## config.mk

```make
export PLATFORM = sky130hd
export DESIGN_NAME = eth_frame_rx_flat
export DESIGN_NICKNAME = d
export VERILOG_FILES = /design/src/rtl/eth_frame_rx_pkg.sv /design/src/rtl/eth_frame_rx_if.sv /design/src/rtl/eth_frame_rx_fifo.sv /design/src/rtl/eth_frame_rx.sv /design/src/flat_wrapper.sv
export SDC_FILE = /design/constraint.sdc
export NUM_CORES = 1
export LEC_CHECK = 0
export BUFFER_PORTS_ARGS = -buffer_cell sky130_fd_sc_hd__buf_2
export CAP_MARGIN = 10
export CELL_PAD_IN_SITES_DETAIL_PLACEMENT = 0
export CELL_PAD_IN_SITES_GLOBAL_PLACEMENT = 2
export CORE_MARGIN = 2
export CORE_UTILIZATION = 35
export DETAILED_ROUTE_END_ITERATION = 8
export GPL_ROUTABILITY_DRIVEN = 0
export GPL_TIMING_DRIVEN = 0
export MAX_ROUTING_LAYER = met4
export PLACE_DENSITY_LB_ADDON = 0.1
export SYNTH_ARGS = -nofsm -noshare
export SYNTH_HDL_FRONTEND = slang
export SYNTH_SLANG_ARGS = --single-unit
```

## constraint.sdc

```tcl
create_clock -name clk -period 12.71 [get_ports clk]
set_input_delay 1.9065 -clock clk [delete_from_list [all_inputs] [get_ports clk]]
set_output_delay 1.9065 -clock clk [all_outputs]
set_load 0.01 [all_outputs]
```

## src/rtl/eth_frame_rx_pkg.sv

```systemverilog
// Shared types for the Ethernet byte-stream receiver:
// FSM states, delimiter bytes and the FIFO entry layout.
package eth_pkg;

    typedef enum logic [1:0] {
        ST_IDLE,
        ST_PRE,
        ST_PAYLOAD,
        ST_DROP
    } eth_rx_state_t;

    localparam logic [7:0] PREAMBLE_BYTE = 8'h55;
    localparam logic [7:0] SFD_BYTE      = 8'hD5;

    typedef struct packed {
        logic       err;
        logic       last;
        logic [7:0] data;
    } eth_rx_entry_t;

    localparam int ENTRY_W = $bits(eth_rx_entry_t);

endpackage

```

## src/rtl/eth_frame_rx_if.sv

```systemverilog
// Downstream payload stream of the receiver:
// byte, last/err marking and a valid/ready handshake.
interface eth_frame_rx_if;

    logic [7:0] out_data;
    logic       out_last;
    logic       out_err;
    logic       out_vld;
    logic       out_rdy;

    modport master (
        output out_data,
        output out_last,
        output out_err,
        output out_vld,
        input  out_rdy
    );

    modport slave (
        input  out_data,
        input  out_last,
        input  out_err,
        input  out_vld,
        output out_rdy
    );

endinterface

```

## src/rtl/eth_frame_rx_fifo.sv

```systemverilog
// Show-ahead synchronous FIFO of receive entries; a write
// into a full FIFO is accepted only when a read frees a slot.
module eth_rx_fifo
    import eth_pkg::*;
#(
    parameter int DEPTH = 64
) (
    input  logic                   clk,
    input  logic                   rst,
    input  logic                   wr_en,
    input  eth_rx_entry_t          wr_data,
    input  logic                   rd_en,
    output eth_rx_entry_t          rd_data,
    output logic [$clog2(DEPTH):0] count,
    output logic                   full,
    output logic                   empty
);

    localparam int AW = $clog2(DEPTH);

    eth_rx_entry_t mem [DEPTH];

    logic [AW-1:0] wr_ptr;
    logic [AW-1:0] rd_ptr;
    logic          do_wr;
    logic          do_rd;

    assign empty   = (count == '0);
    assign full    = (count == (AW+1)'(DEPTH));
    assign do_rd   = rd_en & ~empty;
    assign do_wr   = wr_en & (~full | do_rd);
    assign rd_data = empty ? '0 : mem[rd_ptr];

    always_ff @(posedge clk) begin
        if (do_wr) begin
            mem[wr_ptr] <= wr_data;
        end
    end

    always_ff @(posedge clk or posedge rst) begin
        if (rst) begin
            wr_ptr <= '0;
            rd_ptr <= '0;
            count  <= '0;
        end else begin
            if (do_wr) begin
                wr_ptr <= wr_ptr + AW'(1);
            end
            if (do_rd) begin
                rd_ptr <= rd_ptr + AW'(1);
            end
            count <= count + (AW+1)'(do_wr) - (AW+1)'(do_rd);
        end
    end

endmodule

```

## src/rtl/eth_frame_rx.sv

```systemverilog
// GMII-style frame receiver: strips preamble/SFD, buffers payload
// through a one-byte hold stage into a FIFO, reports per-frame status.
module eth_frame_rx
    import eth_pkg::*;
#(
    parameter int MIN_PRE = 7,
    parameter int MAX_LEN = 1518,
    parameter int DEPTH   = 64
) (
    input  logic                         clk,
    input  logic                         rst,
    input  logic [7:0]                   rx_data,
    input  logic                         rx_dv,
    eth_frame_rx_if.master               m,
    output logic                         frame_done,
    output logic [$clog2(MAX_LEN+1)-1:0] frame_len,
    output logic                         frame_err
);

    localparam int LW = $clog2(MAX_LEN + 1);
    localparam int CW = $clog2(DEPTH) + 1;

    eth_rx_state_t state;
    eth_rx_state_t state_nx;

    logic [3:0]    pre_cnt;
    logic [7:0]    hold_data;
    logic          hold_full;
    logic [LW-1:0] len;

    eth_rx_entry_t wr_entry;
    eth_rx_entry_t rd_entry;
    logic          push;
    logic          pop;
    logic          full;
    logic          empty;
    logic [CW-1:0] count;

    logic sfd_ok;
    logic ev_byte;
    logic ev_end;
    logic at_max;
    logic room;
    logic space;
    logic lim;
    logic ovf;
    logic term;
    logic zero;
    logic done_set;
    logic done_err;

    eth_rx_fifo #(.DEPTH(DEPTH)) u_fifo (
        .clk     (clk),
        .rst     (rst),
        .wr_en   (push),
        .wr_data (wr_entry),
        .rd_en   (pop),
        .rd_data (rd_entry),
        .count   (count),
        .full    (full),
        .empty   (empty)
    );

    assign m.out_vld  = ~empty;
    assign m.out_data = rd_entry.data;
    assign m.out_last = rd_entry.last;
    assign m.out_err  = rd_entry.err;
    assign pop        = m.out_vld & m.out_rdy;

    // Occupancy seen by this cycle's push, after the same-cycle pop.
    assign room   = (count - CW'(pop)) < CW'(DEPTH - 1);
    assign space  = ~full | pop;
    assign at_max = ({1'b0, len} + (LW+1)'(hold_full)) == (LW+1)'(MAX_LEN);
    assign sfd_ok = (rx_data == SFD_BYTE) && (pre_cnt >= 4'(MIN_PRE));

    assign ev_byte = (state == ST_PAYLOAD) & rx_dv;
    assign ev_end  = (state == ST_PAYLOAD) & ~rx_dv;
    assign lim     = ev_byte & hold_full & at_max;
    assign ovf     = ev_byte & hold_full & ~at_max & ~room;
    assign term    = lim | ovf | (ev_end & hold_full);
    assign zero    = ev_end & ~hold_full;

    always_ff @(posedge clk or posedge rst) begin
        if (rst) begin
            state <= ST_IDLE;
        end else begin
            state <= state_nx;
        end
    end

    always_comb begin
        state_nx = state;
        unique case (state)
            ST_IDLE: begin
                if (rx_dv) begin
                    state_nx = (rx_data == PREAMBLE_BYTE) ? ST_PRE : ST_DROP;
                end
            end
            ST_PRE: begin
                if (!rx_dv) begin
                    state_nx = ST_IDLE;
                end else if (rx_data == PREAMBLE_BYTE) begin
                    state_nx = ST_PRE;
                end else if (sfd_ok) begin
                    state_nx = ST_PAYLOAD;
                end else begin
                    state_nx = ST_DROP;
                end
            end
            ST_PAYLOAD: begin
                if (!rx_dv) begin
                    state_nx = ST_IDLE;
                end else if (lim | ovf) begin
                    state_nx = ST_DROP;
                end
            end
            ST_DROP: begin
                if (!rx_dv) begin
                    state_nx = ST_IDLE;
                end
            end
            default: state_nx = ST_IDLE;
        endcase
    end

    always_comb begin
        push          = 1'b0;
        done_set      = 1'b0;
        done_err      = 1'b0;
        wr_entry.data = hold_data;
        wr_entry.last = term;
        wr_entry.err  = lim | ovf;
        unique case (1'b1)
            term: begin
                push     = space;
                done_set = 1'b1;
                done_err = lim | ovf | ~space;
            end
            zero: begin
                done_set = 1'b1;
                done_err = 1'b1;
            end
            (ev_byte & hold_full & ~term): begin
                push = 1'b1;
            end
            default: ;
        endcase
    end

    always_ff @(posedge clk or posedge rst) begin
        if (rst) begin
            pre_cnt    <= '0;
            hold_data  <= '0;
            hold_full  <= 1'b0;
            len        <= '0;
            frame_done <= 1'b0;
            frame_len  <= '0;
            frame_err  <= 1'b0;
        end else begin
            frame_done <= done_set;
            if (done_set) begin
                frame_len <= len + LW'(push);
                frame_err <= done_err;
            end
            if (push) begin
                len <= len + LW'(1);
            end
            unique case (state)
                ST_IDLE: begin
                    pre_cnt <= 4'd1;
                end
                ST_PRE: begin
                    if (rx_dv && rx_data == PREAMBLE_BYTE && pre_cnt != 4'hF) begin
                        pre_cnt <= pre_cnt + 4'd1;
                    end
                    if (rx_dv && sfd_ok) begin
                        hold_full <= 1'b0;
                        len       <= '0;
                    end
                end
                ST_PAYLOAD: begin
                    if (rx_dv && !lim && !ovf) begin
                        hold_data <= rx_data;
                        hold_full <= 1'b1;
                    end else begin
                        hold_full <= 1'b0;
                    end
                end
                default: ;
            endcase
        end
    end

endmodule
```

## src/flat_wrapper.sv

```systemverilog
// flat-port wrapper written by rule: the top's interface ports become plain ports
module eth_frame_rx_flat import eth_pkg::*;
#(
    parameter int MIN_PRE = 7,
    parameter int MAX_LEN = 1518,
    parameter int DEPTH   = 64
)
  (clk, rst, rx_data, rx_dv, frame_done, frame_len, frame_err, m_out_data, m_out_last, m_out_err, m_out_vld, m_out_rdy);
  eth_frame_rx_if m_i ();
  input  logic clk;
  input  logic rst;
  input  logic [7:0] rx_data;
  input  logic rx_dv;
  output logic frame_done;
  output logic [$clog2(MAX_LEN+1)-1:0] frame_len;
  output logic frame_err;
  output wire logic [$bits(m_i.out_data)-1:0] m_out_data;
  output wire logic [$bits(m_i.out_last)-1:0] m_out_last;
  output wire logic [$bits(m_i.out_err)-1:0] m_out_err;
  output wire logic [$bits(m_i.out_vld)-1:0] m_out_vld;
  input wire logic [$bits(m_i.out_rdy)-1:0] m_out_rdy;
  assign m_out_data = m_i.out_data;
  assign m_out_last = m_i.out_last;
  assign m_out_err = m_i.out_err;
  assign m_out_vld = m_i.out_vld;
  assign m_i.out_rdy = m_out_rdy;
  eth_frame_rx #(.MIN_PRE(MIN_PRE), .MAX_LEN(MAX_LEN), .DEPTH(DEPTH)) u_core (.clk(clk), .rst(rst), .rx_data(rx_data), .rx_dv(rx_dv), .m(m_i), .frame_done(frame_done), .frame_len(frame_len), .frame_err(frame_err));
endmodule
```

# --- After elaboration in Yosys (flattened, before gate mapping) ---
# Memory sizes are Yosys's and may differ from the RTL's.
# Cells that the tools add are included.
op_classes:
  mul: 0
  n_shift: 0
  reduce_logical: 17
  n_bitwise: 25
  magnitude_cmp: 2
  eq_ne: 13
  add_sub_neg: 9
  div: 0
  n_mux: 23
op_table:
  columns: ["op", "n"]
  rows:
  - ["2-to-1 mux 11 bit", 3]
  - ["2-to-1 mux 2 bit", 7]
  - ["subtractor 7 x 1 -> 7 bit", 2]
  - ["adder 11 x 1 -> 12 bit", 1]
  - ["adder 6 x 1 -> 6 bit, second input constant", 2]
  - ["bitwise AND 1 bit", 12]
  - ["equality test 12 x 11 -> 1 bit, second input constant", 1]
  - ["adder 11 x 1 -> 11 bit", 1]
  - ["adder 11 x 1 -> 11 bit, second input constant", 1]
  - ["2-to-1 mux 10 bit", 1]
  - ["equality test 8 x 7 -> 1 bit, second input constant", 1]
  - ["equality test 8 bit, second input constant", 1]
  - ["inverter 1 bit", 8]
  - ["case mux 2 bit (4 select lines)", 1]
  - ["case mux 4 bit (2 select lines)", 1]
  - ["adder 7 x 1 -> 7 bit", 1]
  - ["equality test 7 bit, second input constant", 1]
  - ["zero test 7 bit", 1]
  - ["< comparator 7 x 6 -> 1 bit, second input constant", 1]
  - ["logical AND 1 bit", 6]
  - ["2-to-1 mux 1 bit", 6]
  - ["case mux 1 bit (2 select lines)", 3]
  - ["AND reduction 2 bit", 3]
  - ["OR 1 bit", 5]
  - ["other kinds (14)", 19]
word_totals:
  latchBits: 0
  romBits: 0
  output_inout_bits: 24
  ramBits: 640
  regBits: 58
  memories: 1
  input_bits: 12
  wordCells: 101
memory_table:
  columns: ["name", "depth", "width", "rd", "rd_clocked_by_memory_dff", "wr", "line", "source"]
  rows:
  - ["u_core.u_fifo.mem", 64, 10, 1, 0, 1, "eth_frame_rx_fifo.sv:21", "eth_rx_entry_t mem [DEPTH];"]

# --- Longest topological paths before layout ---
logic_depth:
  ltp_word: 15
  depth_mapped: 21
  ltp_nobuf: 20

# --- Cells and area by module ---
# Synthesis repeated with hierarchy kept, for this count alone.
hier_totals:
  hier_cells: 1481
  hier_area_um2: 28053.2
modules_own_cells:
  columns: ["mod", "area_each_um2", "instances", "cells_per_inst", "seq_area_each_um2"]
  rows:
  - ["eth_rx_fifo", 25828.5, 1, 1276, 19693.9]
  - ["eth_frame_rx", 2224.6, 1, 205, 975.9]

# --- Worst setup path after synthesis ---
# Ideal clock, no wire load.
synth_timing:
  path_kind: "input-to-reg"
  startpoint: "input port m_out_rdy"
  endpoint: "memory u_core.u_fifo.mem[0][8] (netlist bit) (data pin)"
  setup_ns: 0.588
  stages: 10
  slack_ns: 6.717
  arrival_time_ns: 5.405
  t_required_ns: 12.122
  n_path_buf: 2
  cell_sequence: "and2_1 -> clkbuf_1 -> ha_1 -> ha_1 -> nand2b_1 -> o22ai_1 -> o211ai_2 -> o21a_1 -> clkbuf_1 -> a31oi_1"
synth_via:
  elab_chain_cells: 7
synth_rtl:
  columns: ["item", "line", "source"]
  rows:
  - ["start, declared", "flat_wrapper.sv:21", "input wire logic [$bits(m_i.out_rdy)-1:0] m_out_rdy;"]
  - ["bitwise AND 1 bit", "eth_frame_rx.sv:68", "assign pop = m.out_vld & m.out_rdy;"]
  - ["subtractor 7 x 1 -> 7 bit", "eth_frame_rx.sv:71", "assign room = (count - CW'(pop)) < CW'(DEPTH - 1);"]
  - ["< comparator 7 x 6 -> 1 bit", "eth_frame_rx.sv:71", null]
  - ["inverter 1 bit", "eth_frame_rx.sv:79", "assign ovf = ev_byte & hold_full & ~at_max & ~room;"]
  - ["bitwise AND 1 bit", "eth_frame_rx.sv:79", null]
  - ["OR 1 bit (2 in a row)", "eth_frame_rx.sv:80", "assign term = lim | ovf | (ev_end & hold_full);"]
  - ["named net u_core.term", "eth_frame_rx.sv:47", "logic term;"]
  - ["end, declared", "eth_frame_rx_fifo.sv:21", null]
# The timed path passes the listed nets, and every way through them passes these cells.

# --- Final worst setup path ---
layout_timing:
  startpoint: "register u_core.u_fifo.rd_ptr[1]"
  endpoint: "output port m_out_data[0]"
layout_via:
  elab_chain_cells: 2
layout_rtl:
  columns: ["item", "line", "source"]
  rows:
  - ["start, declared", "eth_frame_rx_fifo.sv:24", "logic [AW-1:0] rd_ptr;"]
  - ["start signal, assigned", "eth_frame_rx_fifo.sv:50", "rd_ptr <= rd_ptr + AW'(1);"]
  - ["memory (64 x 10 bit)", null, null]
  - ["2-to-1 mux 10 bit", "eth_frame_rx_fifo.sv:32", "assign rd_data = empty ? '0 : mem[rd_ptr];"]
  - ["end, declared", "flat_wrapper.sv:17", "output wire logic [$bits(m_i.out_data)-1:0] m_out_data;"]
# Every way passes these cells.

==> reports/metrics.yaml <==
synth_xor_area_frac: 0.00930
fin_crit_sh: 0.520
dp_hpwl_um: 49000
arrival_ns: 4.71
grt.total_usage: 0.183
antenna_found_initial: 0
fmax_mhz: 151
ant_nets: 0
synth_cell_types: 63
dr_total_vias: 13800
clock-sinks: 698
status: "complete, no violations"
max_cap_violations: 0
seq_area_frac_synth: 0.731
die_area_um2: 83000
post_cts_buffers: 0
pre_cts_ws_ns: 6.66
cts.hold.buffers_added: 0
row_count: 104
muxShareOfSynthArea: 0.166
worstSetupEndpointType: "primary output"
syn_area_per_cell_um2: 20.0
setup_viol: 0
cp_slowest_cell: "buf_1"
gr-total-overflow: 0
tns_ns: 0
finalClockSkew_ns: 0.0287
yosysMostFrequentCell: "edfxtp_1"
finalWirelength_um: 72300
io_pins: 36
synth_compound_area_frac: 0.0226
netlist.area_leader.share: 0.680
drt_iter0_markers: 1044
critPathMaxStageDelay_ns: 0.78
initial_core_util: 0.352
path_cells: "clkbuf_1 > buf_2 > buf_1 > mux4_2 > mux4_2 > a21oi_1 > o221ai_1 > buf_2"
synth_edf_count: 640
clk_latency_ns: 0.63
cts_tree: "done"
core_area_um2: 80300
multi_input_area_um2: 7110
dr.pass1.iters: 5
synth_cells: 1411
yosysTopAreaCell: "edfxtp_1"
synthAdderAreaFrac: 0.0113
ys_seq_elements: 698
cts_made_buffers: 78
reg2regPathDepth: 21
dieWidth_um: 288
fp.dieH_um: 288
synth_top_family_by_area: "multiplexers"
area_growth_pct: 14.8
yosys_warnings: 0
clock_path_buffers: 3
cp_data_required_time_ns: 10.80
ys_async_sr_fraction: 0.0831
cp-start-kind: "flop"
grt_pass1_vias: 14600
seqCellArea_um2: 20700
hold_class: "reg -> reg"
synth_nets: 1448
drive_above_1_share: 0.257
nNetsFinal: 1577
max_slew.worst_pin.slew_ns: 1.26
final_max_slew_viol_count: 0
dp_cells: 2517
rsz0062_at_grt: "false"
p_per_area_nw_per_um2: 232
yosys.area_share.simple: 0.0414
layout_min_cycle_time_ns: 6.61
final-hold-violation-count: 0
fin_ws_ns: 6.10
h-tree-depth: 3
criticalPathCategory: "reg -> out"
cts_resized: 0
fin_cells: 2660
power.total_w: 0.00754
crit_fanout: 10
avgViaCountPerCell: 5.21
grt_pass1_wl_um: 105000
portBuffers: 35
post_drt_wl_per_cell_um: 27.2
synth_area_um2: 28300
irDropWorstVdd_mv: 0.132
p_leak_nw: 10.4
grt_max_degree: 59
antenna_cells: 0
slew-limit-headroom: 0.160
synth.area.top_cells: "edfxtp_1, mux4_2, dfrtp_1"
hold_depth: 2
fillCellCount: 7155
drc: 0
path_clk_slew_ns: 0.06
ys_top_cells_by_count: "edfxtp_1, mux4_2, nor2_1"
cts_root_buffer: "clkbuf_16"
synthFlopType: "edfxtp_1"
## critical path: cells and delay by family, from the launching register on
| kind | cells | cell delay, ns |
|---|---|---|
| flip-flops | 1 | 0.34 |
| AO/OA/AOI/OAI | 2 | 0.74 |
| buffers and inverters | 4 | 2.01 |
| multiplexers | 2 | 0.97 |
## layout make-up
class	instances	area share
plain buffers	74	0.0110
clock buffers	105	0.0639
clock inverters	35	0.00999
inverters	37	0.00436
multi-input cells	602	0.219
flip-flops and latches	698	0.637
well taps	1060	0.0409
repair buffers	49	0.0131
## sequential cells by signal, summed over array words and instances (netlist names)
name / flops
u_core.pre_cnt: 4
u_core.hold_full: 1
u_core.u_fifo.mem: 640
u_core.state: 2
u_core.u_fifo.wr_ptr: 6
u_core.frame_done: 1
u_core.len: 11
u_core.u_fifo.count: 7
u_core.hold_data: 8
u_core.frame_err: 1
u_core.frame_len: 11
u_core.u_fifo.rd_ptr: 6
## final timing paths
check	start	end	slack (ns)
setup / recovery	u_core.u_fifo.rd_ptr[1]	m_out_data[0]	6.10
hold / removal	u_core.frame_err	u_core.frame_err	0.53
setup reg to reg	u_core.u_fifo.count[3]	u_core.frame_len[8]	7.04
hold reg to reg	u_core.frame_err	u_core.frame_err	0.53
max in group asynchronous	rst	u_core.hold_data[1]	10.69
min in group asynchronous	rst	u_core.pre_cnt[3]	1.46
## per-layer routing
layer  routed length (µm)  GRT usage  up-vias
li1                     -          -     6013
met1                31800      0.244     7479
met2                36100      0.297      262
met3                 2820     0.0258       92
met4                 1510     0.0488        0
met5                    0          -        -
## per-stage QoR
step | utilization | instance area, µm² | hold slack [ns]
final | 0.404 | 32400 | 0.531
after global placement | 0.371 | 29800 | 0.520
after detailed placement | 0.374 | 30000 | 0.516
after global routing | 0.404 | 32400 | 0.551
after CTS | 0.404 | 32400 | 0.532
after floorplan | - | 28300 | 0.492
## report_power, final
group	switching, W	internal [W]	total [W]
clock network	0.000918	0.00124	0.00215
logic	0.00136	0.000992	0.00235
registers	0.000175	0.00286	0.00304
total	0.00245	0.00509	0.00754
## layout by cell type, fill, tap and decap left out, types with 17 or more instances in the layout
master and n:
a21oi_1 26, clkbuf_16 79, nor2_1 93, edfxtp_1 640, dfrtp_1 50, nand3_1 22, xnor2_1 17, clkbuf_1 59
nand2_1 48, mux4_2 200, ha_1 24, buf_2 52, inv_1 34
## kinds of logic after synthesis
group	after synthesis
flip-flops	698
AND/OR/NAND/NOR	240
multiplexers	216
buffers and inverters	111
AO/OA/AOI/OAI	91
XOR/XNOR	30
adder cells (fa/ha/maj)	25
(Power assumes the default switching activity.)
